## src/rtl/inv_key_schedule.sv

```systemverilog
`default_nettype none
// ============================================================================
//  Module   : inv_key_schedule
//  Purpose  : Iterative AES-128 inverse key expander. Emits round keys from
//             NUM_ROUNDS down to 0, one per accepted output handshake.
//  Revision : 1.0 - initial release
// ============================================================================

module aes_sbox (
    input  logic [7:0] i_byte,
    output logic [7:0] o_byte
);

    function automatic logic [7:0] gf_mul(input logic [7:0] a, input logic [7:0] b);
        logic [7:0] p;
        logic [7:0] x;
        p = 8'h00;
        x = a;
        for (int i = 0; i < 8; i++) begin
            if (b[i]) p = p ^ x;
            x = {x[6:0], 1'b0} ^ (x[7] ? 8'h1b : 8'h00);
        end
        return p;
    endfunction

    // a^254 is the multiplicative inverse in GF(2^8); zero maps to zero.
    function automatic logic [7:0] gf_inv(input logic [7:0] a);
        logic [7:0] sq;
        logic [7:0] res;
        sq  = a;
        res = 8'h01;
        for (int k = 1; k < 8; k++) begin
            sq  = gf_mul(sq, sq);
            res = gf_mul(res, sq);
        end
        return res;
    endfunction

    logic [7:0] w_inv;

    assign w_inv  = gf_inv(i_byte);
    assign o_byte = w_inv
                  ^ {w_inv[6:0], w_inv[7]}
                  ^ {w_inv[5:0], w_inv[7:6]}
                  ^ {w_inv[4:0], w_inv[7:5]}
                  ^ {w_inv[3:0], w_inv[7:4]}
                  ^ 8'h63;

endmodule

module inv_key_schedule #(
    parameter int NUM_ROUNDS = 10
) (
    input  logic         clk,
    input  logic         rst_n,
    input  logic         start,
    input  logic         abort,
    input  logic [127:0] last_key,
    output logic [127:0] key_out,
    output logic [3:0]   key_idx,
    output logic         key_valid,
    input  logic         key_ready,
    output logic         busy,
    output logic         done
);

    localparam logic [3:0] c_last_idx = 4'(NUM_ROUNDS);

    typedef enum logic [0:0] {
        ST_IDLE = 1'b0,
        ST_OUT  = 1'b1
    } state_t;

    state_t         r_state;
    logic [127:0]   r_key;
    logic [3:0]     r_idx;
    logic           r_valid;
    logic           r_busy;
    logic           r_done;

    logic [31:0]    w_k0, w_k1, w_k2, w_k3;
    logic [31:0]    w_w0, w_w1, w_w2, w_w3;
    logic [31:0]    w_rot;
    logic [31:0]    w_sub;
    logic [3:0]     w_rnd;
    logic [7:0]     w_rcon;
    logic [127:0]   w_next;

    assign w_k0 = r_key[127:96];
    assign w_k1 = r_key[95:64];
    assign w_k2 = r_key[63:32];
    assign w_k3 = r_key[31:0];

    // Undo the forward XOR chain first; w3 is then the previous round's last word.
    assign w_w3  = w_k3 ^ w_k2;
    assign w_w2  = w_k2 ^ w_k1;
    assign w_w1  = w_k1 ^ w_k0;
    assign w_rot = {w_w3[23:0], w_w3[31:24]};

    generate
        for (genvar i = 0; i < 4; i++) begin : g_sbox
            aes_sbox u_sbox (
                .i_byte (w_rot[i*8 +: 8]),
                .o_byte (w_sub[i*8 +: 8])
            );
        end
    endgenerate

    assign w_rnd = r_idx - 4'd1;

    always_comb begin
        w_rcon = 8'h00;
        case (w_rnd)
            4'd0:    w_rcon = 8'h01;
            4'd1:    w_rcon = 8'h02;
            4'd2:    w_rcon = 8'h04;
            4'd3:    w_rcon = 8'h08;
            4'd4:    w_rcon = 8'h10;
            4'd5:    w_rcon = 8'h20;
            4'd6:    w_rcon = 8'h40;
            4'd7:    w_rcon = 8'h80;
            4'd8:    w_rcon = 8'h1b;
            4'd9:    w_rcon = 8'h36;
            default: w_rcon = 8'h00;
        endcase
    end

    assign w_w0   = w_k0 ^ w_sub ^ {w_rcon, 24'h000000};
    assign w_next = {w_w0, w_w1, w_w2, w_w3};

    always_ff @(posedge clk or negedge rst_n) begin
        if (!rst_n) begin
            r_state <= ST_IDLE;
            r_key   <= '0;
            r_idx   <= '0;
            r_valid <= 1'b0;
            r_busy  <= 1'b0;
            r_done  <= 1'b0;
        end else begin
            r_done <= 1'b0;
            if (abort) begin
                r_state <= ST_IDLE;
                r_valid <= 1'b0;
                r_busy  <= 1'b0;
            end else begin
                case (r_state)
                    ST_IDLE: begin
                        if (start) begin
                            r_key   <= last_key;
                            r_idx   <= c_last_idx;
                            r_state <= ST_OUT;
                            r_valid <= 1'b1;
                            r_busy  <= 1'b1;
                        end
                    end
                    ST_OUT: begin
                        if (key_ready) begin
                            if (r_idx == 4'd0) begin
                                r_state <= ST_IDLE;
                                r_valid <= 1'b0;
                                r_busy  <= 1'b0;
                                r_done  <= 1'b1;
                            end else begin
                                r_key <= w_next;
                                r_idx <= r_idx - 4'd1;
                            end
                        end
                    end
                    default: r_state <= ST_IDLE;
                endcase
            end
        end
    end

    assign key_out   = r_key;
    assign key_idx   = r_idx;
    assign key_valid = r_valid;
    assign busy      = r_busy;
    assign done      = r_done;

endmodule
`default_nettype wire

```

## config.mk

```make
export PLATFORM = sky130hd
export DESIGN_NAME = inv_key_schedule
export DESIGN_NICKNAME = d
export VERILOG_FILES = /design/src/rtl/inv_key_schedule.sv
export SDC_FILE = /design/constraint.sdc
export NUM_CORES = 2
export LEC_CHECK = 0
export CORE_MARGIN = 4
export CORE_UTILIZATION = 40
export DETAILED_ROUTE_END_ITERATION = 7
export DONT_BUFFER_PORTS = 1
export PLACE_DENSITY = 0.58
export SYNTH_ARGS = -nofsm -noshare
export SYNTH_HDL_FRONTEND = slang
export SYNTH_SLANG_ARGS = --single-unit
export TNS_END_PERCENT = 10
```

## constraint.sdc

```tcl
create_clock -name clk -period 15.2 [get_ports clk]
set_clock_uncertainty 0.15 [all_clocks]
set_input_delay 3.8 -clock clk [delete_from_list [all_inputs] [get_ports clk]]
set_output_delay 3.8 -clock clk [all_outputs]
set_load 0.02 [all_outputs]
```

==> results_dict.tcl <==
set metrics [dict create \
    min_period_ps 14700 \
    fillCellCount 15000 \
    core-area_mm2 0.152 \
    critPathLaunchType "flop" \
    drc_errors 0 \
    seq_area_mm2 0.00339 \
    maxSlewViolCount 0 \
    endpoint "key_out[124]" \
    synth_top_family_by_area "XOR/XNOR gates" \
    r2r_setup_slack_ps 500 \
    io_buffers 0 \
    grt_pass1_vias 57300 \
    first_pass_iters 7 \
    synth_xor_area_share_pct 46.5 \
    tightest_slew_ps 1250 \
    clkTransAtPathRegs_ps 80 \
    fin_ws_ps 495 \
    critPathMaxFanout 24 \
    status "finished clean" \
    whs_path_depth 2 \
    grt_pass1_wl_mm 338 \
    muxShareOfSynthArea_pct 4.20 \
    cts_tree "yes" \
    wl_per_cell_um 20.6 \
    synth-adder-area-share_pct 0.522 \
    via_count 61900 \
    yosys_warnings 0 \
    multi_input_area_mm2 0.0587 \
    drive_above_1_share_pct 18.4 \
    die_x_um 400 \
    critPathKind "reg -> reg" \
    r2r-start "key_out[16]" \
    antenna_found_initial 11 \
    row_count 143 \
    ant_nets 0 \
    vias_per_cell 5.75 \
    synth-compound-area-share_pct 19.1 \
    worstReg2RegEnd "key_out[124]" \
    hold_violations 0 \
    critPathCaptureType "flop" \
    htreeDepth 4 \
    post-dp-hpwl_mm 165 \
    rsz0062_at_grt "yes" \
    setup_viol 0 \
    yosysUniqueCellTypes 115 \
    drt-initial-drc-count 5543 \
    syn_nets 8507 \
    clock-sinks 135 \
    die-area_mm2 0.160 \
    avgSynthCellArea_um2 7.34 \
    gp_congestion 0.946 \
    grt_max_degree 136 \
    cp-startpoint "key_out[16]" \
    initial_core_util_pct 40.3 \
    crit_cells 54 \
    slowest_delay_ps 580 \
    fin_nets 8874 \
    clkLatencyLatePin_ps 600 \
    synth-seq-area-share_pct 5.51 \
    cp.required_ps 15520 \
    area_growth_pct 18.3 \
    cp_top_family "XOR/XNOR gates" \
    clock_tree.buffer_depth 2 \
    die_h_um 400 \
    r2r_cells 54 \
    place_ws_ps -736 \
    cts_inserted_buffers 17 \
    cp.arrival_ps 15020 \
    synthCells 8350 \
    async_reset_ff_share_pct 100 \
    io_pins 268 \
    path_buf_inv 6 \
    fmax_mhz 68.0 \
    grt_use_total_pct 26.3 \
    synth_area_mm2 0.0613 \
    finalCritPeriodShare_pct 96.7 \
    clock-root-buffer "clkbuf_16" \
    overflow 0 \
    cpMaxStageDelayCell "or4_4" \
    slew_headroom_pct 16.1 \
    yosys.area_share.simple_pct 19.9 \
    synth_enable_flop_cells 0 \
    min_path_type "reg -> reg" \
    totalWireLength_mm 221 \
    ys_seq_elements 135 \
    synth_ff_type "dfrtp_1" \
    cap_violations 0 \
]
## cell usage in the layout, fill, tap and decap left out, drive strengths merged, types with 32 or more instances in the layout
cell,netlist,routed
o21ai,473,473
and2,59,59
o211ai,62,62
xor2,486,486
xor3,34,34
inv,97,105
dfrtp,135,135
nand2,846,846
xnor3,308,308
nor2,1207,1207
xnor2,1764,1764
a31oi,71,71
o22ai,203,203
mux2i,206,206
nand2b,45,45
mux2,40,40
a22oi,54,54
buf,148,879
a211oi,88,88
a21o,32,32
o32ai,32,32
a21oi,549,549
and3,35,35
nor3,196,196
nor2b,46,46
nand3,251,251
## layout make-up
| class | count | share of cell area [%] |
|---|---|---|
| antenna | 5 | 0.0173 |
| clock buffer | 17 | 0.587 |
| clock inverter | 15 | 0.247 |
| inverter | 108 | 0.569 |
| multi-input combinational | 7576 | 81.0 |
| sequential | 135 | 4.67 |
| tap | 2030 | 3.50 |
| timing repair buffer | 879 | 9.41 |
## what timing repair did
action / CTS / global route
resized for setup: 84 / 368
hold buffers: 0 / 0
buffers inserted: 17 / 155
pin swaps: 11 / 129
cloned: 0 / 2
setup endpoints to repair: 31 / 32
## state kept, by name (all words and copies together) (netlist names)
name and cells:
key_idx 4, done 1, busy 1, key_out 128
r_state 1
## cell families after synthesis
logic type	after synthesis
AO/OA/AOI/OAI	1874
XOR/XNOR	2592
adder cells (fa/ha/maj)	26
buffers and inverters	641
flip-flops	135
multiplexers	248
AND/OR/NAND/NOR	2834
## cells in the mapped netlist, types with 24 or more instances
| library cell | n | area [µm²] |
|---|---|---|
| inv_1 | 84 | 315 |
| o32ai_1 | 32 | 280 |
| and2_1 | 57 | 357 |
| a31oi_1 | 70 | 438 |
| o211ai_1 | 62 | 465 |
| or3_1 | 29 | 181 |
| xnor3_1 | 299 | 6730 |
| xnor2_2 | 78 | 1270 |
| xor3_1 | 32 | 761 |
| o21ai_1 | 24 | 120 |
| nor2b_1 | 46 | 288 |
| nor2_1 | 1202 | 4510 |
| nand3_1 | 251 | 1260 |
| buf_1 | 38 | 143 |
| buf_2 | 92 | 460 |
| xor2_1 | 456 | 3990 |
| mux2_2 | 38 | 428 |
| a21oi_1 | 547 | 2740 |
| nand2b_1 | 45 | 282 |
| a32oi_1 | 25 | 219 |
| xnor2_1 | 1674 | 14700 |
| a21o_1 | 32 | 240 |
| clkbuf_1 | 385 | 1450 |
| xor2_2 | 27 | 439 |
| ha_1 | 24 | 300 |
| mux2i_1 | 204 | 2040 |
| dfrtp_1 | 135 | 3380 |
| and3_1 | 35 | 219 |
| nor3_1 | 195 | 976 |
| o21ai_0 | 449 | 2250 |
| nand2_1 | 845 | 3170 |
| o22ai_1 | 203 | 1270 |
| a22oi_1 | 54 | 405 |
| nor4_1 | 27 | 169 |
| a211oi_1 | 83 | 623 |
## worst reg2reg max path: cells and delay by family, from the launching register on
| family | cells | cell delay [ps] |
|---|---|---|
| xor gates and xnor gates | 24 | 6850 |
| adders and majority gates | 1 | 310 |
| AOI/OAI and AO/OA | 11 | 2420 |
| buffers and inverters | 6 | 980 |
| muxes | 2 | 660 |
| DFF | 1 | 450 |
| and+or+nand+nor | 10 | 2800 |
## per-layer routing
metal | vias up | track usage (%) | wire length [µm]
li1 | 29500 | - | -
met1 | 29800 | 36.6 | 98100
met2 | 2354 | 42.1 | 100000
met3 | 283 | 4.50 | 17500
met4 | 8 | 6.83 | 5090
met5 | - | 0 | 46
## through the flow
| stage | util (%) | cell area, µm² | hold slack (ps) | TNS (ps) | cells |
|---|---|---|---|---|---|
| after floorplan | - | 61400 | 473 | -150 | 8350 |
| after global routing | 47.7 | 72500 | 492 | -1240 | 10800 |
| after global placement | 44.5 | 67700 | 398 | -6710 | 10600 |
| after CTS | 45.4 | 69000 | 432 | -15.2 | 10600 |
| after detailed placement | 44.5 | 67700 | 414 | -8520 | 10600 |
| final | 47.7 | 72500 | 435 | 0 | 10800 |
## worst min-delay path by stage
stage / startpoint / slack (ps) / end
after CTS: key_out[51] / 430 / key_out[51]
after global placement: key_out[51] / 400 / key_out[51]
final: key_out[51] / 430 / key_out[51]
after floorplan: key_out[26] / 470 / key_out[26]
after global routing: key_out[51] / 490 / key_out[51]
after detailed placement: key_out[51] / 410 / key_out[51]
Power is left out: the tool's default activity adds up to more than one toggle a clock period on the data nets, which glitch-free logic cannot reach.
